[src/rtl/adder_pkg.sv]
// Shared constants and FSM state encoding for the digit-serial adder.
package adder_pkg;

    localparam int unsigned DEFAULT_WIDTH = 8;

    typedef enum logic [1:0] {
        IDLE = 2'b00,
        RUN  = 2'b01,
        DONE = 2'b10
    } state_t;

endpackage

[src/rtl/add2_slice.sv]
// Combinational 2-bit digit adder: {co, s} = x + y + ci.
module add2_slice (
    input  logic [1:0] x,
    input  logic [1:0] y,
    input  logic       ci,
    output logic [1:0] s,
    output logic       co
);

    logic [2:0] total;

    always_comb begin
        total = 3'(x) + 3'(y) + 3'(ci);
        s     = total[1:0];
        co    = total[2];
    end

endmodule

[src/rtl/digit_serial_adder.sv]
// Digit-serial adder: two bits per cycle, LSB digit first, result after WIDTH/2 cycles.
// Optional OVERFLOW_EN adds a registered two's-complement overflow output (ovf).
module digit_serial_adder
    import adder_pkg::*;
#(
    parameter int unsigned WIDTH = DEFAULT_WIDTH
) (
    input  logic             clk,
    input  logic             rst,
    input  logic             start,
    input  logic [WIDTH-1:0] a,
    input  logic [WIDTH-1:0] b,
    input  logic             cin,
    output logic             busy,
    output logic             done,
    output logic [WIDTH-1:0] sum,
    output logic             cout
`ifdef OVERFLOW_EN
    ,
    output logic             ovf
`endif
);

    localparam int unsigned N  = WIDTH / 2;
    localparam int unsigned CW = (N > 1) ? $clog2(N) : 1;

    state_t           state;
    logic [WIDTH-1:0] a_sr;
    logic [WIDTH-1:0] b_sr;
    logic             carry;
    logic [CW-1:0]    cnt;
    logic [1:0]       dsum;
    logic             dco;

`ifdef OVERFLOW_EN
    logic sign_a;
    logic sign_b;
`endif

    add2_slice u_slice (
        .x  (a_sr[1:0]),
        .y  (b_sr[1:0]),
        .ci (carry),
        .s  (dsum),
        .co (dco)
    );

    // FSM, operand shifters, carry and result registers
    always_ff @(posedge clk) begin
        if (rst) begin
            state <= IDLE;
            busy  <= 1'b0;
            done  <= 1'b0;
            sum   <= '0;
            cout  <= 1'b0;
            carry <= 1'b0;
            cnt   <= '0;
            a_sr  <= '0;
            b_sr  <= '0;
`ifdef OVERFLOW_EN
            sign_a <= 1'b0;
            sign_b <= 1'b0;
            ovf    <= 1'b0;
`endif
        end else begin
            case (state)
                IDLE: begin
                    if (start) begin
                        a_sr  <= a;
                        b_sr  <= b;
                        carry <= cin;
                        cnt   <= '0;
                        sum   <= '0;
                        cout  <= 1'b0;
                        busy  <= 1'b1;
                        state <= RUN;
`ifdef OVERFLOW_EN
                        sign_a <= a[WIDTH-1];
                        sign_b <= b[WIDTH-1];
                        ovf    <= 1'b0;
`endif
                    end
                end
                RUN: begin
                    // Result digits enter at the MSB end so the first digit lands at bit 0
                    sum   <= {dsum, sum[WIDTH-1:2]};
                    a_sr  <= {2'b00, a_sr[WIDTH-1:2]};
                    b_sr  <= {2'b00, b_sr[WIDTH-1:2]};
                    carry <= dco;
                    cnt   <= cnt + CW'(1);
                    if (cnt == CW'(N - 1)) begin
                        state <= DONE;
                        busy  <= 1'b0;
                        done  <= 1'b1;
                        cout  <= dco;
`ifdef OVERFLOW_EN
                        ovf <= (sign_a == sign_b) && (dsum[1] != sign_a);
`endif
                    end
                end
                DONE: begin
                    done  <= 1'b0;
                    state <= IDLE;
                end
                default: begin
                    state <= IDLE;
                    busy  <= 1'b0;
                    done  <= 1'b0;
                end
            endcase
        end
    end

endmodule

[config.mk]
export PLATFORM = sky130hd
export DESIGN_NAME = digit_serial_adder
export DESIGN_NICKNAME = d
export VERILOG_FILES = /design/src/rtl/adder_pkg.sv /design/src/rtl/add2_slice.sv /design/src/rtl/digit_serial_adder.sv
export SDC_FILE = /design/constraint.sdc
export NUM_CORES = 1
export LEC_CHECK = 0
export BUFFER_PORTS_ARGS = -buffer_cell sky130_fd_sc_hd__clkbuf_2
export CORE_MARGIN = 1
export CORE_UTILIZATION = 30
export DETAILED_ROUTE_END_ITERATION = 12
export HOLD_SLACK_MARGIN = 0.03
export REMOVE_ABC_BUFFERS = 1
export SLEW_MARGIN = 20
export SYNTH_ARGS = -nofsm -noshare
export SYNTH_HDL_FRONTEND = slang
export SYNTH_SLANG_ARGS = --single-unit
[constraint.sdc]
create_clock -name clk -period 3.35 [get_ports clk]
set_clock_uncertainty 0.2 [all_clocks]
set_input_delay 0.8375 -clock clk [delete_from_list [all_inputs] [get_ports clk]]
set_output_delay 0.8375 -clock clk [all_outputs]
set_load 0.05 [all_outputs]
==> flow_summary.rst, run 1 <==
.. list-table::
   :header-rows: 1

   * - Metric
     - Value
   * - Outcome
     - completed
   * - Beginning of the worst register-to-register path
     - a_sr[0]$_SDFFE_PP0P_
   * - Hold Worst Slack
     - around 0.28 ns
   * - Fraction of final layout cells sized beyond drive strength 1
     - 28.40%
   * - Critical path buffers and inverters
     - 1
   * - Most common library cell in the layout ignoring fill and taps
     - dfxtp_1
   * - Routed WL per cell
     - about 12 microns
   * - Synth unique cells
     - 26
   * - Final setup margin
     - around 1.4 ns
   * - Utilization of the core after routing
     - a little over a third
   * - Post-synth ARST share
     - 0%
   * - Crit share post-route
     - between 50% and 60%
   * - Final nets
     - 184
   * - Number of hold buffers added after cts
     - 0
   * - TritonCTS clock tree
     - done
   * - Initial cell density of the core
     - 31.59%
   * - Std cell rows
     - 24
   * - DR DRC count
     - 0
   * - Kind of path behind the tightest hold check
     - register to register
   * - Clock transition at the registers of the reported paths
     - 0.06 ns
   * - Postcts setup bufs
     - 0
   * - Number of pins exceeding their max-slew limit in the final report
     - 0
   * - Io pins
     - 31
   * - Count of input and output buffers
     - 30
   * - Via count of the first global-routing pass
     - approximately 960
   * - DR vias/cell
     - approximately 5
   * - Arrival time at the worst endpoint
     - 0.94 ns
   * - Die Y-Extent
     - between 60 and 70 microns
   * - Kind of critical path
     - register to output pin
   * - Data required time of the critical path
     - between 2 and 2.5 ns
   * - DR iter-0 viols
     - between 50 and 60
   * - Count of antenna diodes in the layout
     - 0
   * - Peak fanout along the critical path
     - 3
   * - Worst Setup Start Kind
     - register
   * - Final setup TNS
     - 0 ns
   * - Per-instance average area after synthesis
     - 10.34 sq um
   * - Max-cap viol count
     - 0
   * - Max-slew headroom
     - between 40 and 50%
   * - Endpoint kind of the worst setup timing path
     - output pin
   * - Post-route minimum period
     - just under 2 ns
   * - Number of flops mapped to enable cells by yosys
     - 0
   * - Pwr dens
     - between 500 and 600 nW/um^2
   * - Antenna violations before repair
     - 0
   * - Via count
     - 1050
   * - Total Routing Usage GR
     - a little under an eighth
   * - Overall overflow remaining after global route
     - 0
   * - Number of gates given a new drive strength after cts
     - 0
   * - Number of CTS-inserted buffers
     - 5
   * - Final Hold Violating Endpoints
     - 0
   * - Die footprint
     - approximately 4900 sq um
   * - DR pass1 iterations
     - 4
   * - Worst-Skew Late Latency
     - 0.28 ns
   * - Wire length of the first global-routing pass
     - about 4300 microns
   * - Gate count of the mapped netlist
     - between 100 and 150
   * - Leakage power
     - between 0.6 and 0.7 nW
   * - Overall Power
     - ~0.84 mW
   * - Main flop type after synthesis
     - dfxtp_1
   * - FF-to-FF path depth
     - 4
   * - Number of H-tree levels
     - 2
   * - Count of clock tree sinks
     - 32
   * - Maximum clock insertion buffer count
     - 2
   * - Synth Cell Area
     - roughly 1400 sq um
   * - Max frequency
     - a little over 500 MHz
   * - Setup slack at placement
     - 1.104 ns
   * - Worst IR drop on VDD
     - about 300 uV
   * - Root buffer cell
     - clkbuf_8
   * - Cell depth of the worst min-delay path
     - 2
   * - Core Region
     - about 4400 sq um
   * - Pin count of the biggest net entering global routing
     - 33
   * - Min-Delay Startpoint
     - cout$_SDFFE_PP0P_
   * - Synthesis warning total
     - 0
   * - Measured slew at the worst slew-check pin
     - between 0.8 and 0.9 ns
   * - Synthesis-to-finish area growth
     - 15.99%
   * - Kind of cell with the highest combined delay on the critical path
     - flip-flops
   * - Highest cell delay on the worst timing path
     - between 0.3 and 0.4 ns
   * - Final setup violation count
     - 0
   * - Cell depth of the worst setup path
     - 1
   * - Number of synthesized register bits
     - 32
   * - DPL Wire Length
     - 1751 microns
   * - Number of antenna-violating nets in the routed design
     - 0
   * - Sequential cell area fraction in the yosys report
     - 46.25%
   * - Commonest cells after routing, fill and taps aside
     - 32 x dfxtp_1, 30 x clkbuf_2, 25 x nor2_1
   * - Series of cell instances along the critical path
     - clkbuf_2
   * - Startpoint of the most critical setup path
     - sum[7]$_SDFFE_PP0P_
   * - Master of the slowest instance on the critical path
     - dfxtp_1
   * - Routability Congestion
     - ~0.66
   * - Die X-Extent
     - ~70 microns
   * - Final wirelength
     - between 2000 and 3000 microns
   * - RSZ-0062 raised after global routing
     - false
==> cells in the mapped netlist, types with 3 or more instances <==
library cell   n  area (sq um)
a211oi_1       6         45.04
a211oi_2       7         87.58
a21oi_1        7         35.03
a22oi_1        9         67.56
buf_6          4         45.04
clkbuf_1       3         11.26
dfxtp_1       32         640.6
mux2i_1       14         140.1
nand3_1        3         15.01
nor2_1        25         93.84
o21ai_0        4         20.02
==> state kept, by name, indices dropped and copies added, names as in the netlist <==
register  flops
done          1
sum           8
carry         1
a_sr          8
state         2
cout          1
b_sr          8
cnt           2
busy          1
==> per-stage QoR <==
stage                     area (sq um)  std cells
after floorplan                   1294        123
after global placement            1516        206
after detailed placement          1516        206
after CTS                         1607        214
final                             1607        214
after global routing              1607        214
==> area by class of cell <==
class / instances / area [sq um]
clock buffers: 8 / 90.09
fillers: 466 / 2778
inverters: 1 / 3.754
multi-input cells: 90 / 649.4
flip-flops and latches: 32 / 640.6
well taps: 52 / 65.06
repair buffers: 31 / 157.7
==> final timing paths <==
| path | end | slack [ns] |
|---|---|---|
| worst max-delay path | sum[7] | 1.37 |
| worst min-delay path | cout$_SDFFE_PP0P_ | 0.28 |
| worst max register to register | cout$_SDFFE_PP0P_ | 1.56 |
| worst min register to register | cout$_SDFFE_PP0P_ | 0.28 |
==> metal layers <==
layer  wire length [microns]  vias to the layer above  global-route usage (%)
met1                    1287                      477                   14.06
met5                       0                        -                       0
met4                      52                        0                   5.333
met3                     155                        6                   5.339
met2                    1143                       34                   16.67
li1                        -                      533                       -
==> kinds of logic after synthesis <==
logic type	after synthesis	share of synthesized area, %
compound gates	37	21.41
simple gates	36	11.56
mux	14	10.12
fa+ha+maj	3	3.794
flops	32	46.25
buf+inv	12	6.864
==> power by group <==
part           internal (mW)  leakage, nW  switching, mW
Clock                  0.167       0.0455          0.136
Combinational         0.0485        0.357         0.0717
Sequential             0.404        0.263         0.0141
No activity file was read; power rests on OpenSTA's default activity.
==> run 2, diff against run 1 <==
==> constraint.sdc (replaced) <==
create_clock -name clk -period 1.73 [get_ports clk]
set_clock_uncertainty 0.2 [all_clocks]
set_input_delay 0.4325 -clock clk [delete_from_list [all_inputs] [get_ports clk]]
set_output_delay 0.4325 -clock clk [all_outputs]
set_load 0.05 [all_outputs]
==> flow_summary.rst, run 2 (same netlist as run 1, synthesis figures left out) <==
.. list-table::
   :header-rows: 1

   * - Metric
     - Value
   * - Number of hold buffers added after cts
     - 0
   * - Via count
     - about 1100
   * - Peak fanout along the critical path
     - 2
   * - Via count of the first global-routing pass
     - ~990
   * - Die Y-Extent
     - between 60 and 70 microns
   * - Endpoint kind of the worst setup timing path
     - register
   * - Number of CTS-inserted buffers
     - 5
   * - Worst Setup Start Kind
     - register
   * - Routed WL per cell
     - 12.49 microns
   * - Number of antenna-violating nets in the routed design
     - 0
   * - Worst-Skew Late Latency
     - about 0.28 ns
   * - Final wirelength
     - 2735 microns
   * - Max-slew headroom
     - 73.07%
   * - Worst IR drop on VDD
     - 610.0 uV
   * - TritonCTS clock tree
     - done
   * - Crit share post-route
     - a little over nine tenths
   * - Filler instances
     - between 400 and 500
   * - Setup slack at placement
     - -0.04477 ns
   * - Wire length of the first global-routing pass
     - roughly 4500 microns
   * - Arrival time at the worst endpoint
     - between 1.5 and 2 ns
   * - Outcome
     - completed
   * - Total Routing Usage GR
     - a little under an eighth
   * - Final setup margin
     - a little over 0.05 ns
   * - Clock transition at the registers of the reported paths
     - ~0.070 ns
   * - Final setup violation count
     - 0
   * - Kind of critical path
     - register to register
   * - DR pass1 iterations
     - 4
   * - Placed cell count
     - between 200 and 250
   * - Overall Power
     - between 1.5 and 2 mW
   * - Measured slew at the worst slew-check pin
     - between 0.4 and 0.5 ns
   * - Die X-Extent
     - ~70 microns
   * - Fraction of final layout cells sized beyond drive strength 1
     - between 30 and 40%
   * - Die footprint
     - a little under 5000 sq um
   * - Synthesis-to-finish area growth
     - 22.67%
   * - DR iter-0 viols
     - 44
   * - Pwr dens
     - roughly 1100 nW/um^2
   * - Final nets
     - 189
   * - Leakage power
     - just over 0.7 nW
   * - Max frequency
     - between 500 and 600 MHz
   * - DR vias/cell
     - ~4.9
   * - Antenna violations before repair
     - 0
   * - Final setup TNS
     - 0 ns
   * - Pin count of the biggest net entering global routing
     - 27
   * - Count of clock tree sinks
     - 32
   * - Final Hold Violating Endpoints
     - 0
   * - Overall overflow remaining after global route
     - 0
   * - Io pins
     - 31
   * - Commonest cells after routing, fill and taps aside
     - 31 x dfxtp_1, 30 x clkbuf_2, 25 x nor2_1
   * - Routability Congestion
     - approximately 0.67
   * - Data required time of the critical path
     - approximately 1.7 ns
   * - Root buffer cell
     - clkbuf_8
   * - Max-cap viol count
     - 0
   * - Top Registers
     - a_sr: 8 flops, b_sr: 8 flops, sum: 8 flops
   * - Count of antenna diodes in the layout
     - 0
   * - DPL Wire Length
     - 1933 microns
   * - Count of input and output buffers
     - 30
   * - Initial cell density of the core
     - a little under a third
   * - Number of H-tree levels
     - 2
   * - RSZ-0062 raised after global routing
     - true
   * - Final Instance Count excl. Fillers
     - ~220
   * - Post-route minimum period
     - 1.679 ns
   * - DR DRC count
     - 0
   * - Number of pins exceeding their max-slew limit in the final report
     - 0
   * - Kind of path behind the tightest hold check
     - input port to register
   * - Maximum clock insertion buffer count
     - 2
   * - Most common library cell in the layout ignoring fill and taps
     - dfxtp_1
   * - Std cell rows
     - 24
   * - Core Region
     - roughly 4400 sq um
run 2: changes by cell type in the layout (fill, tap and decap cells not counted):
cell	delta
clkbuf_1	-2
bufinv_16	+1
fa_2	+2
clkbuf_8	+1
dfxtp_2	+1
fa_1	-2
buf_12	+1
buf_4	+4
dfxtp_1	-1
run 2: repair_timing:
| item | 4_1_cts | 5_1_grt |
|---|---|---|
| resized for setup | 2 | 1 |
| setup endpoints to repair | 3 | 2 |
| setup buffers | 0 | 0 |
| pin swaps | 0 | 1 |
run 2: metal layers:
metal / vias up / track usage [%] / part of all wire (%)
met5: - / 0 / 0
met4: 0 / 6.000 / 1.8
met3: 7 / 3.896 / 6.0
met2: 34 / 17.09 / 45
met1: 480 / 15.34 / 47
li1: 542 / - / -
run 2: cell type report:
cell class	count	area, sq um	share of cell area [%]
repair buffers	36	207.7	12.22
multi-input cells	90	654.4	38.51
flip-flops and latches	32	641.9	37.78
well taps	52	65.06	3.829
clock buffers	7	96.34	5.670
clock inverters	1	30.03	1.767
inverters	1	3.754	0.2209
run 2: per-stage QoR:
step / cell area, sq um / utilization, % / hold slack, ns
5_1_grt: 1699 / 38.76 / 0.1991
2_1_floorplan: 1294 / - / 0.2473
6_report: 1699 / 38.76 / 0.2006
3_5_place_dp: 1567 / 35.73 / 0.2707
3_3_place_gp: 1567 / 35.73 / 0.2730
4_1_cts: 1698 / 38.73 / 0.1922
run 2: final timing paths:
check / startpoint / end / slack [ns] / cells past startpoint
setup / recovery: a_sr[0]$_SDFFE_PP0P_ / cout$_SDFFE_PP0P_ / 0.05 / 4
hold / removal: a[7] / a_sr[7]$_SDFFE_PP0P_ / 0.20 / 3
setup reg to reg: a_sr[0]$_SDFFE_PP0P_ / cout$_SDFFE_PP0P_ / 0.05 / 4
hold reg to reg: b_sr[6]$_SDFFE_PP0P_ / b_sr[6]$_SDFFE_PP0P_ / 0.28 / 2
run 2: where the power goes:
| group | switching [mW] | internal, mW | leakage (nW) | total [mW] |
|---|---|---|---|---|
| clock | 0.270 | 0.508 | 0.0645 | 0.778 |
| combinational | 0.140 | 0.107 | 0.383 | 0.247 |
| sequential | 0.0309 | 0.783 | 0.263 | 0.814 |
| total | 0.441 | 1.40 | 0.710 | 1.84 |
run 2: worst max-delay path: stages, from the launching register on:
cell and delay [ns]:
dfxtp_2 0.34, fa_2 0.39, fa_2 0.35, a32oi_1 0.20
a21oi_1 0.08
